==> config.mk <==
export PLATFORM = sky130hd
export DESIGN_NAME = sort_drain_flat
export DESIGN_NICKNAME = d
export VERILOG_FILES = /design/src/rtl/sort_drain_pkg.sv /design/src/rtl/sort_drain_if.sv /design/src/rtl/sort_drain.sv /design/src/flat_wrapper.sv
export SDC_FILE = /design/constraint.sdc
export NUM_CORES = 1
export LEC_CHECK = 0
export BUFFER_PORTS_ARGS = -buffer_cell sky130_fd_sc_hd__clkbuf_2
export CORE_ASPECT_RATIO = 1.75
export CORE_MARGIN = 4
export CORE_UTILIZATION = 55
export DETAILED_ROUTE_END_ITERATION = 8
export PLACE_DENSITY = 0.81
export REMOVE_ABC_BUFFERS = 1
export SETUP_SLACK_MARGIN = 0.15
export SYNTH_ARGS = -nofsm -noshare
export SYNTH_HDL_FRONTEND = slang
export SYNTH_SLANG_ARGS = --single-unit
==> constraint.sdc <==
create_clock -name clk -period 32 [get_ports clk]
set_clock_uncertainty 0.2 [all_clocks]
set_input_delay 4.8 -clock clk [delete_from_list [all_inputs] [get_ports clk]]
set_output_delay 4.8 -clock clk [all_outputs]
set_load 0.1 [all_outputs]
==> src/rtl/sort_drain_pkg.sv <==
// Shared definitions for the sort_drain controller: element width, controller
// states and the direction-dependent first drain position.
package sort_pkg;

    localparam int DATA_W = 32;

    typedef enum logic [2:0] {
        IDLE    = 3'd0,
        LOAD    = 3'd1,
        SORT    = 3'd2,
        CAPTURE = 3'd3,
        DRAIN   = 3'd4
    } state_t;

    // Index of the first element streamed out for a given direction.
    function automatic int first_pos(input int n, input bit descend);
        return descend ? n - 1 : 0;
    endfunction

endpackage

==> src/rtl/sort_drain_if.sv <==
// Streaming output bundle of sort_drain: valid/ready handshake carrying one
// sorted element, its position and an end-of-burst marker.
interface sort_drain_if #(parameter int N = 8) ();
    import sort_pkg::*;

    localparam int IDX_W = $clog2(N);

    logic              m_valid;
    logic              m_ready;
    logic [DATA_W-1:0] m_data;
    logic [IDX_W-1:0]  m_index;
    logic              m_last;

    modport master (output m_valid, output m_data, output m_index, output m_last, input m_ready);
    modport slave  (input m_valid, input m_data, input m_index, input m_last, output m_ready);

endinterface

==> src/rtl/sort_drain.sv <==
// Sequencer for an external systolic sorter: loads it, waits out the sort,
// snapshots the sorted vector and streams it out one element per handshake.
module sort_drain
    import sort_pkg::*;
#(
    parameter int N       = 8,
    parameter bit DESCEND = 1'b0
) (
    input  logic                  clk,
    input  logic                  rst,
    input  logic                  start,
    input  logic                  abort,
    output logic                  sorter_load,
    input  logic [N*DATA_W-1:0]   sorted_flat,
    sort_drain_if.master          m,
    output logic                  busy,
    output logic                  done
);

    localparam int IDX_W = $clog2(N);
    localparam int CNT_W = $clog2(N + 1);
    localparam int FIRST_I = first_pos(N, DESCEND);
    localparam int LAST_I  = first_pos(N, !DESCEND);
    localparam logic [IDX_W-1:0] FIRST_IDX = IDX_W'(FIRST_I);
    localparam logic [IDX_W-1:0] LAST_IDX  = IDX_W'(LAST_I);
    localparam logic [CNT_W-1:0] SORT_LEN  = CNT_W'(N);

    state_t            state_r, state_s;
    logic [CNT_W-1:0]  cnt_r, cnt_s;
    logic [IDX_W-1:0]  idx_r, idx_s, idx_adv_s;
    logic [DATA_W-1:0] data_r, data_s;
    logic [DATA_W-1:0] shadow_r [N];
    logic              load_r, load_s;
    logic              valid_r, valid_s;
    logic              last_r, last_s;
    logic              busy_r, busy_s;
    logic              done_r, done_s;
    logic              capture_s;
    logic              hs_s;

    // Next-state and next-output decode; abort overrides everything outside IDLE.
    always_comb begin
        state_s   = state_r;
        cnt_s     = cnt_r;
        idx_s     = idx_r;
        data_s    = data_r;
        last_s    = last_r;
        done_s    = 1'b0;
        capture_s = 1'b0;
        hs_s      = valid_r && m.m_ready;
        idx_adv_s = DESCEND ? (idx_r - IDX_W'(1)) : (idx_r + IDX_W'(1));

        case (state_r)
            IDLE: begin
                if (start) begin
                    state_s = LOAD;
                end else begin
                    state_s = IDLE;
                end
            end
            LOAD: begin
                state_s = SORT;
                cnt_s   = '0;
            end
            SORT: begin
                cnt_s = cnt_r + CNT_W'(1);
                if (cnt_s == SORT_LEN) begin
                    state_s = CAPTURE;
                end else begin
                    state_s = SORT;
                end
            end
            CAPTURE: begin
                capture_s = 1'b1;
                state_s   = DRAIN;
                idx_s     = FIRST_IDX;
                data_s    = sorted_flat[FIRST_I*DATA_W +: DATA_W];
                last_s    = (FIRST_IDX == LAST_IDX);
            end
            DRAIN: begin
                if (hs_s && (idx_r == LAST_IDX)) begin
                    state_s = IDLE;
                    done_s  = 1'b1;
                    idx_s   = '0;
                    data_s  = '0;
                    last_s  = 1'b0;
                end else if (hs_s) begin
                    idx_s  = idx_adv_s;
                    data_s = shadow_r[idx_adv_s];
                    last_s = (idx_adv_s == LAST_IDX);
                end else begin
                    state_s = DRAIN;
                end
            end
            default: begin
                state_s = IDLE;
                cnt_s   = '0;
                idx_s   = '0;
                data_s  = '0;
                last_s  = 1'b0;
            end
        endcase

        if (abort && (state_r != IDLE)) begin
            state_s   = IDLE;
            cnt_s     = '0;
            idx_s     = '0;
            data_s    = '0;
            last_s    = 1'b0;
            done_s    = 1'b0;
            capture_s = 1'b0;
        end else begin
            capture_s = capture_s;
        end

        valid_s = (state_s == DRAIN);
        busy_s  = (state_s != IDLE);
        load_s  = (state_s == LOAD);
    end

    // Controller state and registered outputs.
    always_ff @(posedge clk or posedge rst) begin
        if (rst) begin
            state_r <= IDLE;
            cnt_r   <= '0;
            idx_r   <= '0;
            data_r  <= '0;
            load_r  <= 1'b0;
            valid_r <= 1'b0;
            last_r  <= 1'b0;
            busy_r  <= 1'b0;
            done_r  <= 1'b0;
        end else begin
            state_r <= state_s;
            cnt_r   <= cnt_s;
            idx_r   <= idx_s;
            data_r  <= data_s;
            load_r  <= load_s;
            valid_r <= valid_s;
            last_r  <= last_s;
            busy_r  <= busy_s;
            done_r  <= done_s;
        end
    end

    // Snapshot of the sorter output, taken as CAPTURE ends.
    always_ff @(posedge clk or posedge rst) begin
        if (rst) begin
            for (int i = 0; i < N; i++) shadow_r[i] <= '0;
        end else if (capture_s) begin
            for (int i = 0; i < N; i++) shadow_r[i] <= sorted_flat[i*DATA_W +: DATA_W];
        end else begin
            for (int i = 0; i < N; i++) shadow_r[i] <= shadow_r[i];
        end
    end

    assign sorter_load = load_r;
    assign busy        = busy_r;
    assign done        = done_r;
    assign m.m_valid   = valid_r;
    assign m.m_data    = data_r;
    assign m.m_index   = idx_r;
    assign m.m_last    = last_r;

endmodule
==> src/flat_wrapper.sv <==
// flat-port wrapper written by rule: the top's interface ports become plain ports
module sort_drain_flat import sort_pkg::*;
#(
    parameter int N       = 8,
    parameter bit DESCEND = 1'b0
)
  (clk, rst, start, abort, sorter_load, sorted_flat, busy, done, m_m_valid, m_m_data, m_m_index, m_m_last, m_m_ready);
  sort_drain_if #(.N(N)) m_i ();
  input  logic clk;
  input  logic rst;
  input  logic start;
  input  logic abort;
  output logic sorter_load;
  input  logic [N*DATA_W-1:0] sorted_flat;
  output logic busy;
  output logic done;
  output wire logic [$bits(m_i.m_valid)-1:0] m_m_valid;
  output wire logic [$bits(m_i.m_data)-1:0] m_m_data;
  output wire logic [$bits(m_i.m_index)-1:0] m_m_index;
  output wire logic [$bits(m_i.m_last)-1:0] m_m_last;
  input wire logic [$bits(m_i.m_ready)-1:0] m_m_ready;
  assign m_m_valid = m_i.m_valid;
  assign m_m_data = m_i.m_data;
  assign m_m_index = m_i.m_index;
  assign m_m_last = m_i.m_last;
  assign m_i.m_ready = m_m_ready;
  sort_drain #(.N(N), .DESCEND(DESCEND)) u_core (.clk(clk), .rst(rst), .start(start), .abort(abort), .sorter_load(sorter_load), .sorted_flat(sorted_flat), .m(m_i), .busy(busy), .done(done));
endmodule
# Word level (Yosys, flattened, before mapping)
# Cells that the tools add are included.
dict set report classes {
  n_reduce_logical 9
  eq_ne 12
  magnitude_cmp 1
  n_mux 28
  mul 0
  shifts 0
  n_addsub 2
  n_bitwise 1
  n_div 0
}
# op n
set ops {}
lappend ops {{2-to-1 mux 32 bit} 5}
lappend ops {{binary-select mux 32 bit (select 3 bit)} 1}
lappend ops {{one-hot mux 32 bit (3 select lines)} 1}
lappend ops {{2-to-1 mux 3 bit} 6}
lappend ops {{one-hot mux 3 bit (5 select lines)} 1}
lappend ops {{equality test 3 bit, second input constant} 4}
lappend ops {{2-to-1 mux 1 bit} 10}
lappend ops {{one-hot mux 4 bit (2 select lines)} 1}
lappend ops {{equality test 3 x 1 -> 1 bit, second input constant} 2}
lappend ops {{equality test 3 x 2 -> 1 bit, second input constant} 2}
lappend ops {{one-hot mux 3 bit (2 select lines)} 1}
lappend ops {{nonzero test 3 bit} 2}
lappend ops {{OR reduction 3 bit} 2}
lappend ops {{adder 4 x 1 -> 4 bit, second input constant} 1}
lappend ops {{equality test 4 bit, second input constant} 1}
lappend ops {{>= comparator 4 bit, second input constant} 1}
lappend ops {{2-to-1 mux 4 bit} 1}
lappend ops {{inequality test 2 x 1 -> 1 bit, second input constant} 2}
lappend ops {{inequality test 4 x 1 -> 1 bit, second input constant} 1}
lappend ops {{NOT 3 -> 4 bit} 1}
lappend ops {{adder 3 x 1 -> 3 bit, second input constant} 1}
lappend ops {{logical AND 1 bit} 3}
lappend ops {{logical NOT 3 bit} 1}
lappend ops {{one-hot mux 1 bit (2 select lines)} 1}
lappend ops {{AND reduction 2 bit} 1}
dict set report word_totals {
  wordCells 70
  register_bits 303
  n_memories 0
  rom_bits 0
  latch_bits 0
  ram_bits 0
}

# Logic depth before layout (Yosys ltp)
# Gate-level depths: netlist of run 1.
dict set report logic_depth {
  word_depth 9
  ltp_mapped 10
  mapped_depth_nobuf 6
}

# Worst setup path before layout of run 1
# Ideal clock, no wire load.
dict set report synth_path {
  path_kind {input port to flip-flop}
  from {input port abort}
  to {register u_core.data_r[0], in the netlist u_core.m.m_data[0]}
  path_slack_ps 25659
  required_time_ps 31729
  arrival_time_ps 6071
  cell_stages 6
  path_buffers 2
  path_cell_list {clkbuf_8 > maj3_1 > o2bb2ai_2 > clkbuf_1 > nand2_1 > nand3_1}
}
dict set report synth_between {
  elab_chain_len 3
  word_cells_on_any_way 5
  cone_classes {eq/ne (2); mux (1); reduce/logical (2)}
}
# item line_no
set synth_lines {}
lappend synth_lines {{start, declared} flat_wrapper.sv:12} ;# input logic abort;
lappend synth_lines {{logical AND 1 bit *} sort_drain.sv:104} ;# if (abort && (state_r != IDLE)) begin
lappend synth_lines {{inequality test 4 x 1 -> 1 bit (no source line) or inequality test 2 x 1 -> 1 bit (tied branches)} -}
lappend synth_lines {{AND reduction 2 bit (no source line)} -}
lappend synth_lines {{end signal, assigned} sort_drain.sv:137} ;# data_r <= data_s;
lappend synth_lines {{end, declared} sort_drain.sv:31} ;# logic [DATA_W-1:0] data_r, data_s;
# Every way passes the cells marked *; elsewhere a longest branch is shown, timed or not.
# A chain may end at the register's enable or synchronous reset.

# Final worst setup path of run 1
dict set report layout_path {
  from {input port abort}
  to {register u_core.shadow_r[183] (netlist bit)}
}
dict set report layout_between {
  elab_chain_len 2
}
# item line_no
set layout_lines {}
lappend layout_lines {{logical AND 1 bit} sort_drain.sv:104}
lappend layout_lines {{2-to-1 mux 1 bit} sort_drain.sv:104}
lappend layout_lines {{end, declared} sort_drain.sv:32} ;# logic [DATA_W-1:0] shadow_r [N];
# No other way between the ends.

==> results of run 1 <==
## flip-flops by register name, indices dropped and copies added (netlist names)
register and count:
u_core.shadow_r 256, u_core.m.m_data 32, u_core.cnt_r 4, u_core.m.m_index 3, u_core.state_r 3, u_core.busy 1, u_core.done 1, u_core.m.m_last 1
u_core.m.m_valid 1, u_core.sorter_load 1
## stage by stage
stage	std cells	total power [mW]
CTS	1961	1.36
finish	1965	1.35
global route	1965	1.43
global placement	1909	0.981
floorplan	1290	0.909
detailed placement	1909	1.01
## critical path, delay by kind of cell
| kind | cells | cell delay (ps) |
|---|---|---|
| buffers and inverters | 3 | 2030 |
| and+or+nand+nor | 4 | 790 |
## routing by layer
metal	track usage, %	vias to the layer above	part of all wire (%)
met5	0	-	0.032
met4	17.0	2	6.5
met3	3.48	140	5.2
met2	42.3	399	51
met1	31.9	5275	37
li1	-	4963	-
## area by class of cell
class | instances | share of cell area, %
Sequential cell | 303 | 47.4
Multi-Input combinational cell | 981 | 34.0
Timing Repair Buffer | 311 | 9.90
Clock buffer | 40 | 5.36
Tap cell | 308 | 2.41
Clock inverter | 12 | 0.704
Inverter | 6 | 0.188
Antenna cell | 4 | 0.0626
## placed cells by master, fill, tap and decap left out, types with 4 or more instances in the layout
master	count
a21oi_1	4
a22oi_1	22
a22oi_2	10
buf_4	11
clkbuf_16	29
clkbuf_2	300
clkbuf_8	9
clkinv_2	9
dfrtp_1	302
diode_2	4
inv_1	5
mux4_1	12
mux4_2	52
nand2_1	801
nand3_1	28
nand3_2	6
o21ai_0	5
## power groups by stage
stage	combinational, mW	sequential, mW	clock [mW]
2_1_floorplan	0.211	0.697	0
3_3_place_gp	0.372	0.609	0
3_5_place_dp	0.387	0.619	0
4_1_cts	0.392	0.614	0.353
5_1_grt	0.428	0.632	0.369
6_report	0.387	0.615	0.347
## cell families after synthesis
group | Yosys count | share of synthesized area (%)
buffers and inverters | 91 | 3.87
flip-flops | 303 | 56.2
AND/OR/NAND/NOR | 852 | 24.7
AO/OA/AOI/OAI | 54 | 3.35
adder cells (fa/ha/maj) | 5 | 0.445
multiplexers | 68 | 11.3
XOR/XNOR | 2 | 0.130
## worst max-delay path by stage
stage	startpoint	end	cells after the start
floorplan	rst	u_core.busy	1
global placement	abort	u_core.shadow_r[247]	7
detailed placement	abort	u_core.shadow_r[188]	7
CTS	abort	u_core.shadow_r[183]	7
global route	abort	u_core.shadow_r[183]	7
finish	abort	u_core.shadow_r[183]	7
==> flow_summary.json, run 1 <==
{
  "outcome": "complete, no violations",
  "wl_per_cell_um": 17.8,
  "ant_nets": 0,
  "p_seq_share_pct": 45.6,
  "register_area_sq_um": 7590,
  "max_freq_ghz": 0.134,
  "p_comb_share_pct": 28.7,
  "cp_slowest_cell": "buf_4",
  "pwr-share-clk_pct": 25.7,
  "grt_pass1_wl_um": 56600,
  "reg2reg_to": "u_core.shadow_r[183]",
  "finalHoldViolCount": 0,
  "hold_end": "u_core.shadow_r[253]",
  "dieHeight_um": 215,
  "dp_hpwl_um": 23100,
  "synth_edf_count": 0,
  "clkTransAtPathRegs_ps": 70,
  "finalSetupTns_ps": 0,
  "max_cap_viol_count": 0,
  "crit_path_end_kind": "flop",
  "overflow": 0,
  "ys_seq_area_share_pct": 56.2,
  "post_cts_buffers": 0,
  "r2r_cells": 6,
  "synth_area_leader_cell": "dfrtp_1",
  "gp_congestion": 0.846,
  "routed_wl_um": 34900,
  "synth_top_area_share_pct": 56.2,
  "timing.final.ws_setup_ps": 24530,
  "cts_hold_buf": 0,
  "whs_ps": 270,
  "grt_max_degree": 154,
  "syn_avg_cell_area_sq_um": 9.81,
  "start_util_pct": 55.9,
  "cts.path.max_buffers": 3,
  "drc": 0,
  "synth_cell_types": 43,
  "antenna_found_initial": 5,
  "cts_tree": "done",
  "drv_slew": 0,
  "ys_warn_count": 0,
  "holdCritStartpoint": "u_core.shadow_r[253]",
  "setup_viol": 0,
  "switching_share_pct": 35.7,
  "period_share_pct": 23.3,
  "dpl_worst_slack_ps": 24030,
  "clock_sinks": 303,
  "critPathKind": "in -> reg",
  "h-tree-depth": 1,
  "syn_to_final_growth_pct": 18.6,
  "cp-start-kind": "input port",
  "min_period_ps": 7470,
  "root_buffer": "clkbuf_16",
  "cts_made_buffers": 28,
  "die_w_um": 126,
  "synth.most_common_cell": "nand2_1",
  "gr-usage-all-layers_pct": 25.8,
  "vias": 10800,
  "fin_area_sq_um": 16000,
  "cts_resized": 0,
  "synthTopCellsByCount": "nand2_1, dfrtp_1, mux4_2, buf_2, clkbuf_1",
  "die_area_sq_um": 27200,
  "peakVddDrop_mv": 0.0555,
  "reg2reg_slack_ps": 28310,
  "dpl_cell_area_sq_um": 15000,
  "p_per_area_nw_per_um2": 84.3,
  "synth_area_leaders": "dfrtp_1, nand2_1, mux4_2, mux4_1, buf_2",
  "numPortBuffers": 300,
  "core_sq_um": 24100,
  "path_cells": "clkbuf_2 -> nor2b_1 -> nand3_4 -> buf_4 -> buf_4 -> nand2_1 -> nand2_1",
  "ys_ff_latch": 303,
  "power.leakage_nw": 8.72,
  "io_pins": 301,
  "drtPass1Iterations": 5,
  "path_max_fanout": 116,
  "synthArstFlopShare_pct": 100,
  "fin_util_pct": 66.3,
  "clk_latency_ps": 550,
  "post_drt_via_cell_ratio": 5.49,
  "hold_class": "reg -> reg",
  "nets": 1896,
  "rsz0062_at_grt": "false",
  "p_int_mw": 0.868,
  "worstHoldPathCells": 2,
  "multi_input_area_sq_um": 5430,
  "tightest_slew_ps": 1150,
  "first_iter_violations": 624,
  "num_rows": 75,
  "power_switching_mw": 0.481,
  "fillers": 1895,
  "relSlewSlack_pct": 23.5,
  "synthFlopType": "dfrtp_1",
  "drive_above_1_share_pct": 26.7,
  "arrival_ps": 7750,
  "synth_area_sq_um": 13500,
  "first_global_vias": 11500,
  "crit_required_ps": 32280,
  "regToRegStartpoint": "u_core.state_r[2]",
  "syn_inst": 1375,
  "slowest_delay_ps": 1000
}
(Power assumes the default switching activity.)
==> run 2: changes to the inputs <==
--- a/config.mk
+++ b/config.mk
@@ -8,9 +8,9 @@
 export BUFFER_PORTS_ARGS = -buffer_cell sky130_fd_sc_hd__clkbuf_2
 export CORE_ASPECT_RATIO = 1.75
 export CORE_MARGIN = 4
-export CORE_UTILIZATION = 55
+export CORE_UTILIZATION = 54
 export DETAILED_ROUTE_END_ITERATION = 8
-export PLACE_DENSITY = 0.81
+export PLACE_DENSITY = 0.8
 export REMOVE_ABC_BUFFERS = 1
 export SETUP_SLACK_MARGIN = 0.15
 export SYNTH_ARGS = -nofsm -noshare
==> constraint.sdc (replaced) <==
create_clock -name clk -period 7.2 [get_ports clk]
set_clock_uncertainty 0.2 [all_clocks]
set_input_delay 1.08 -clock clk [delete_from_list [all_inputs] [get_ports clk]]
set_output_delay 1.08 -clock clk [all_outputs]
set_load 0.1 [all_outputs]
==> run 2 against run 1 <==
  * Final area is 0.12% higher
  * Worst setup slack worse by 21000 ps
  * Global-route usage is 0.53 points lower
  * Register-to-register slack worse by 25000 ps
  * Core utilization is 1.3 points lower
  * Combinational power grew to 4.5 times the previous value
  * Die area is 1.8% higher
  * Clock-buffer cell count is 3 lower
  * Flip-flop and latch count stayed put
  * Clock power grew to 4.5 times the previous value
  * Total power grew to 4.5 times the previous value
  * Critical path type is now reg -> reg
  * Largest power group unchanged
==> flow_summary.json, run 2 (synthesis gave the netlist of run 1 again) <==
{
  "cts_hold_buf": 0,
  "power.leakage_nw": 8.69,
  "numPortBuffers": 300,
  "max_freq_ghz": 0.286,
  "first_iter_violations": 891,
  "largest-register": "u_core.shadow_r",
  "gr-usage-all-layers_pct": 25.3,
  "tightest_slew_ps": 1100,
  "cp_slowest_cell": "mux4_1",
  "peakVddDrop_mv": 0.208,
  "min_period_ps": 3500,
  "clkTransAtPathRegs_ps": 70,
  "fin_util_pct": 65.0,
  "relSlewSlack_pct": 26.6,
  "overflow": 0,
  "fin_area_sq_um": 16000,
  "grt_pass1_wl_um": 55300,
  "crit_path_end_kind": "flop",
  "final_cells": 1968,
  "hold_class": "reg -> reg",
  "dieHeight_um": 217,
  "path_cells": "ha_1 -> ha_4 -> buf_4 -> mux4_1 -> a22oi_2 -> nand3_2",
  "cts_tree": "done",
  "drc": 0,
  "arrival_ps": 3730,
  "gp_congestion": 0.833,
  "clock_sinks": 303,
  "cts_made_buffers": 28,
  "first_global_vias": 11200,
  "cp-start-kind": "flop",
  "finalHoldViolCount": 0,
  "outcome": "complete, no violations",
  "timing.final.ws_setup_ps": 3700,
  "dpl_worst_slack_ps": 3480,
  "wl_per_cell_um": 18.0,
  "critPathBufInv": 1,
  "p_per_area_nw_per_um2": 377,
  "place_inst": 1911,
  "start_util_pct": 54.8,
  "drive_above_1_share_pct": 26.5,
  "period_share_pct": 48.6,
  "post_cts_buffers": 0,
  "post_drt_via_cell_ratio": 5.43,
  "dpl_cell_area_sq_um": 15000,
  "die_w_um": 127,
  "mostFrequentLayoutCells": "nand2_1, dfrtp_1, clkbuf_2, mux4_2, clkbuf_16",
  "path_max_fanout": 33,
  "clk_latency_ps": 540,
  "largest_reg_flops": 256,
  "grt_max_degree": 207,
  "num_rows": 76,
  "core_sq_um": 24600,
  "crit_required_ps": 7430,
  "root_buffer": "clkbuf_16",
  "h-tree-depth": 1,
  "whs_ps": 269,
  "finalSetupTns_ps": 0,
  "slowest_delay_ps": 660,
  "critPathKind": "reg -> reg",
  "die_area_sq_um": 27700,
  "ant_nets": 0,
  "drv_slew": 0,
  "cts.path.max_buffers": 3,
  "rsz0062_at_grt": "false",
  "cts_resized": 0,
  "drtPass1Iterations": 7,
  "routed_wl_um": 35500,
  "io_pins": 301,
  "max_cap_viol_count": 0,
  "dp_hpwl_um": 22800,
  "critPathTopFamily": "adder cells",
  "vias": 10700,
  "total_power_mw": 6.03,
  "final_common_cell": "nand2_1",
  "syn_to_final_growth_pct": 18.7,
  "setup_viol": 0,
  "nets": 1894,
  "antenna_found_initial": 6
}
[run 2: cell count changes in the layout (fill, tap and decap cells not counted), sizes merged]
| cell | delta |
|---|---|
| buf | -2 |
| clkinvlp | +3 |
| clkinv | -2 |
| bufinv | +1 |
| diode | +2 |
| clkbuf | -3 |
[run 2: cell type report]
| type | count | area, sq um |
|---|---|---|
| fill | 1964 | 8610 |
| sequential | 303 | 7590 |
| multi-input combinational | 981 | 5430 |
| timing repair buffer | 309 | 1590 |
| clock buffer | 37 | 806 |
| tap | 312 | 390 |
| clock inverter | 14 | 163 |
| inverter | 6 | 30.0 |
| antenna | 6 | 15.0 |
[run 2: worst paths after layout]
check	startpoint	endpoint	slack, ps	cells past startpoint
max in group asynchronous	rst	u_core.shadow_r[39]	4800	3
setup reg to reg	u_core.m.m_index[0]	u_core.m.m_data[25]	3700	6
hold / removal	u_core.shadow_r[217]	u_core.shadow_r[217]	270	2
setup / recovery	u_core.m.m_index[0]	u_core.m.m_data[25]	3700	6
hold reg to reg	u_core.shadow_r[217]	u_core.shadow_r[217]	270	2
min in group asynchronous	rst	u_core.m.m_data[0]	460	2
[run 2: power by group]
part | switching [mW] | internal (mW)
clock network | 0.662 | 0.897
logic | 1.13 | 0.596
registers | 0.376 | 2.37
[run 2: worst register-to-register path, delay by kind of cell, from the launching register on]
kind	cells	cell delay [ps]
and+or+nand+nor	1	90
AOI/OAI and AO/OA	1	230
DFF	1	640
adders and majority gates	2	950
muxes	1	720
buffers and inverters	1	560
[run 2: routing by layer]
| metal | up-vias | global-route usage, % | routed length (um) |
|---|---|---|---|
| met5 | - | 0 | 0 |
| met4 | 0 | 15.6 | 2250 |
| met3 | 126 | 2.95 | 1910 |
| met2 | 416 | 43.1 | 18100 |
| met1 | 5192 | 30.4 | 13200 |
| li1 | 4956 | - | - |
==> run 3: changes to the inputs <==
==> constraint.sdc (replaced) <==
create_clock -name clk -period 3.3 [get_ports clk]
set_clock_uncertainty 0.2 [all_clocks]
set_input_delay 0.495 -clock clk [delete_from_list [all_inputs] [get_ports clk]]
set_output_delay 0.495 -clock clk [all_outputs]
set_load 0.1 [all_outputs]
==> run 3 against run 2 <==
  * Clock power up 110%
  * Non-clock buffer count increased by 265
  * Flip-flop and latch count unchanged
  * Total power rose by 130%
  * Sequential share of layout area is 6.8 points lower
  * First-iteration DRC count increased by 47%
  * Largest cell class unchanged
  * Sequential power rose by 120%
  * Die area unchanged
  * Via count rose by 22%
==> flow_summary.json, run 3 (synthesis gave the netlist of run 1 again) <==
{
  "outcome": "complete, no violations",
  "final_cells": 2234,
  "final_common_cell": "nand2_1",
  "h-tree-depth": 1,
  "power.leakage_nw": 9.83,
  "slowest_delay_ps": 560,
  "root_buffer": "clkbuf_16",
  "hold_class": "in -> reg",
  "switching_share_pct": 37.8,
  "num_rows": 76,
  "setup_viol": 0,
  "crit_required_ps": 2600,
  "cts.path.max_buffers": 3,
  "register_area_sq_um": 7590,
  "p_seq_share_pct": 44.7,
  "critPathKind": "reg -> out",
  "tightest_slew_ps": 1050,
  "post_cts_buffers": 0,
  "dp_hpwl_um": 24200,
  "crit_path_end_kind": "output port",
  "relSlewSlack_pct": 29.8,
  "power_switching_mw": 5.20,
  "min_period_ps": 2740,
  "p_int_mw": 8.56,
  "die_w_um": 127,
  "largest_reg_flops": 256,
  "total_power_mw": 13.8,
  "io_pins": 301,
  "max_cap_viol_count": 0,
  "cp_slowest_cell": "clkbuf_2",
  "largest-register": "u_core.shadow_r",
  "drtPass1Iterations": 6,
  "drive_above_1_share_pct": 23.2,
  "pwr-share-clk_pct": 24.0,
  "path_max_fanout": 67,
  "gp_congestion": 0.884,
  "overflow": 0,
  "fillers": 1415,
  "arrival_ps": 2040,
  "first_global_vias": 14400,
  "finalHoldViolCount": 0,
  "dieHeight_um": 217,
  "core_sq_um": 24600,
  "wl_per_cell_um": 22.1,
  "drc": 0,
  "antenna_found_initial": 8,
  "multi_input_area_sq_um": 5430,
  "cts_made_buffers": 28,
  "die_area_sq_um": 27700,
  "syn_to_final_growth_pct": 38.7,
  "place_inst": 1923,
  "first_iter_violations": 1310,
  "post_drt_via_cell_ratio": 5.83,
  "path_cells": "buf_12 -> clkbuf_2",
  "peakVddDrop_mv": 0.513,
  "clk_latency_ps": 560,
  "nets": 2159,
  "ant_nets": 0,
  "mostFrequentLayoutCells": "nand2_1, dfrtp_1, clkbuf_2, dlygate4sd3_1, mux4_2",
  "clkTransAtPathRegs_ps": 70,
  "numPortBuffers": 300,
  "gr-usage-all-layers_pct": 36.1,
  "period_share_pct": 82.9,
  "max_freq_ghz": 0.366,
  "cts_tree": "done",
  "vias": 13000,
  "p_comb_share_pct": 31.2,
  "grt_max_degree": 123,
  "clock_sinks": 303,
  "p_per_area_nw_per_um2": 736,
  "rsz0062_at_grt": "false",
  "fin_util_pct": 76.0,
  "drv_slew": 0,
  "grt_pass1_wl_um": 76500,
  "start_util_pct": 54.8,
  "routed_wl_um": 49400,
  "cp-start-kind": "flop"
}
[run 3: cell count changes in the layout (fill, tap and decap cells not counted)]
cell           before  now
bufinv_16           3    2
buf_4               7    9
buf_12              2   12
clkinv_4            2    0
dlygate4sd3_1       0  253
diode_2             6    9
clkinv_2            5    6
clkinvlp_4          4    1
clkbuf_1            3    6
[run 3: layer usage]
metal  share of wire, %  global-route usage (%)
met5                  0                       0
met4                9.4                    27.1
met3                8.0                    8.18
met2                 50                    60.2
met1                 32                    39.7
[run 3: area by class of cell]
| class | instances | share of cell area (%) |
|---|---|---|
| diodes | 9 | 0.120 |
| well taps | 312 | 2.09 |
| clock buffers | 40 | 4.37 |
| repair buffers | 574 | 23.2 |
| multi-input cells | 981 | 29.0 |
| clock inverters | 9 | 0.521 |
| flip-flops and latches | 303 | 40.5 |
| inverters | 6 | 0.160 |
[run 3: per-stage QoR]
step	worst slack [ps]	TNS [ps]	cell area, sq um	hold slack (ps)
6_report	565	0	18700	15.7
5_1_grt	484	0	18700	24.4
3_5_place_dp	690	0	15200	257
2_1_floorplan	-5770	-2568200	13000	237
4_1_cts	551	0	18700	7.30
3_3_place_gp	728	0	15200	252
[run 3: power groups by stage]
stage	logic, mW	registers, mW	clock network, mW
detailed placement	3.81	6.02	0
global placement	3.66	5.93	0
global route	4.67	6.26	3.49
floorplan	2.05	6.76	0
finish	4.30	6.16	3.31
CTS	4.07	5.97	3.31
[run 3: what timing repair did]
item / CTS / global route
endpoints found under the hold margin: 353 / 0
hold buffers: 253 / 0
gates resized for setup: 0 / 0
[run 3: critical path: cells and delay by family, from the launching register on]
| family | cells | cell delay (ps) |
|---|---|---|
| buffers and inverters | 2 | 1000 |
| DFF | 1 | 440 |
[run 3: path summary, 6_finish.rpt]
| path | start | end | slack (ps) | cells past startpoint |
|---|---|---|---|---|
| max | u_core.m.m_index[0] | m_m_index[0] | 560 | 2 |
| min | sorted_flat[8] | u_core.shadow_r[232] | 20 | 3 |
| max reg2reg | u_core.state_r[0] | u_core.m.m_data[2] | 660 | 5 |
| min reg2reg | u_core.shadow_r[6] | u_core.shadow_r[6] | 270 | 2 |
| max in group asynchronous | rst | u_core.shadow_r[210] | 1590 | 4 |
| min in group asynchronous | rst | u_core.shadow_r[20] | 400 | 3 |
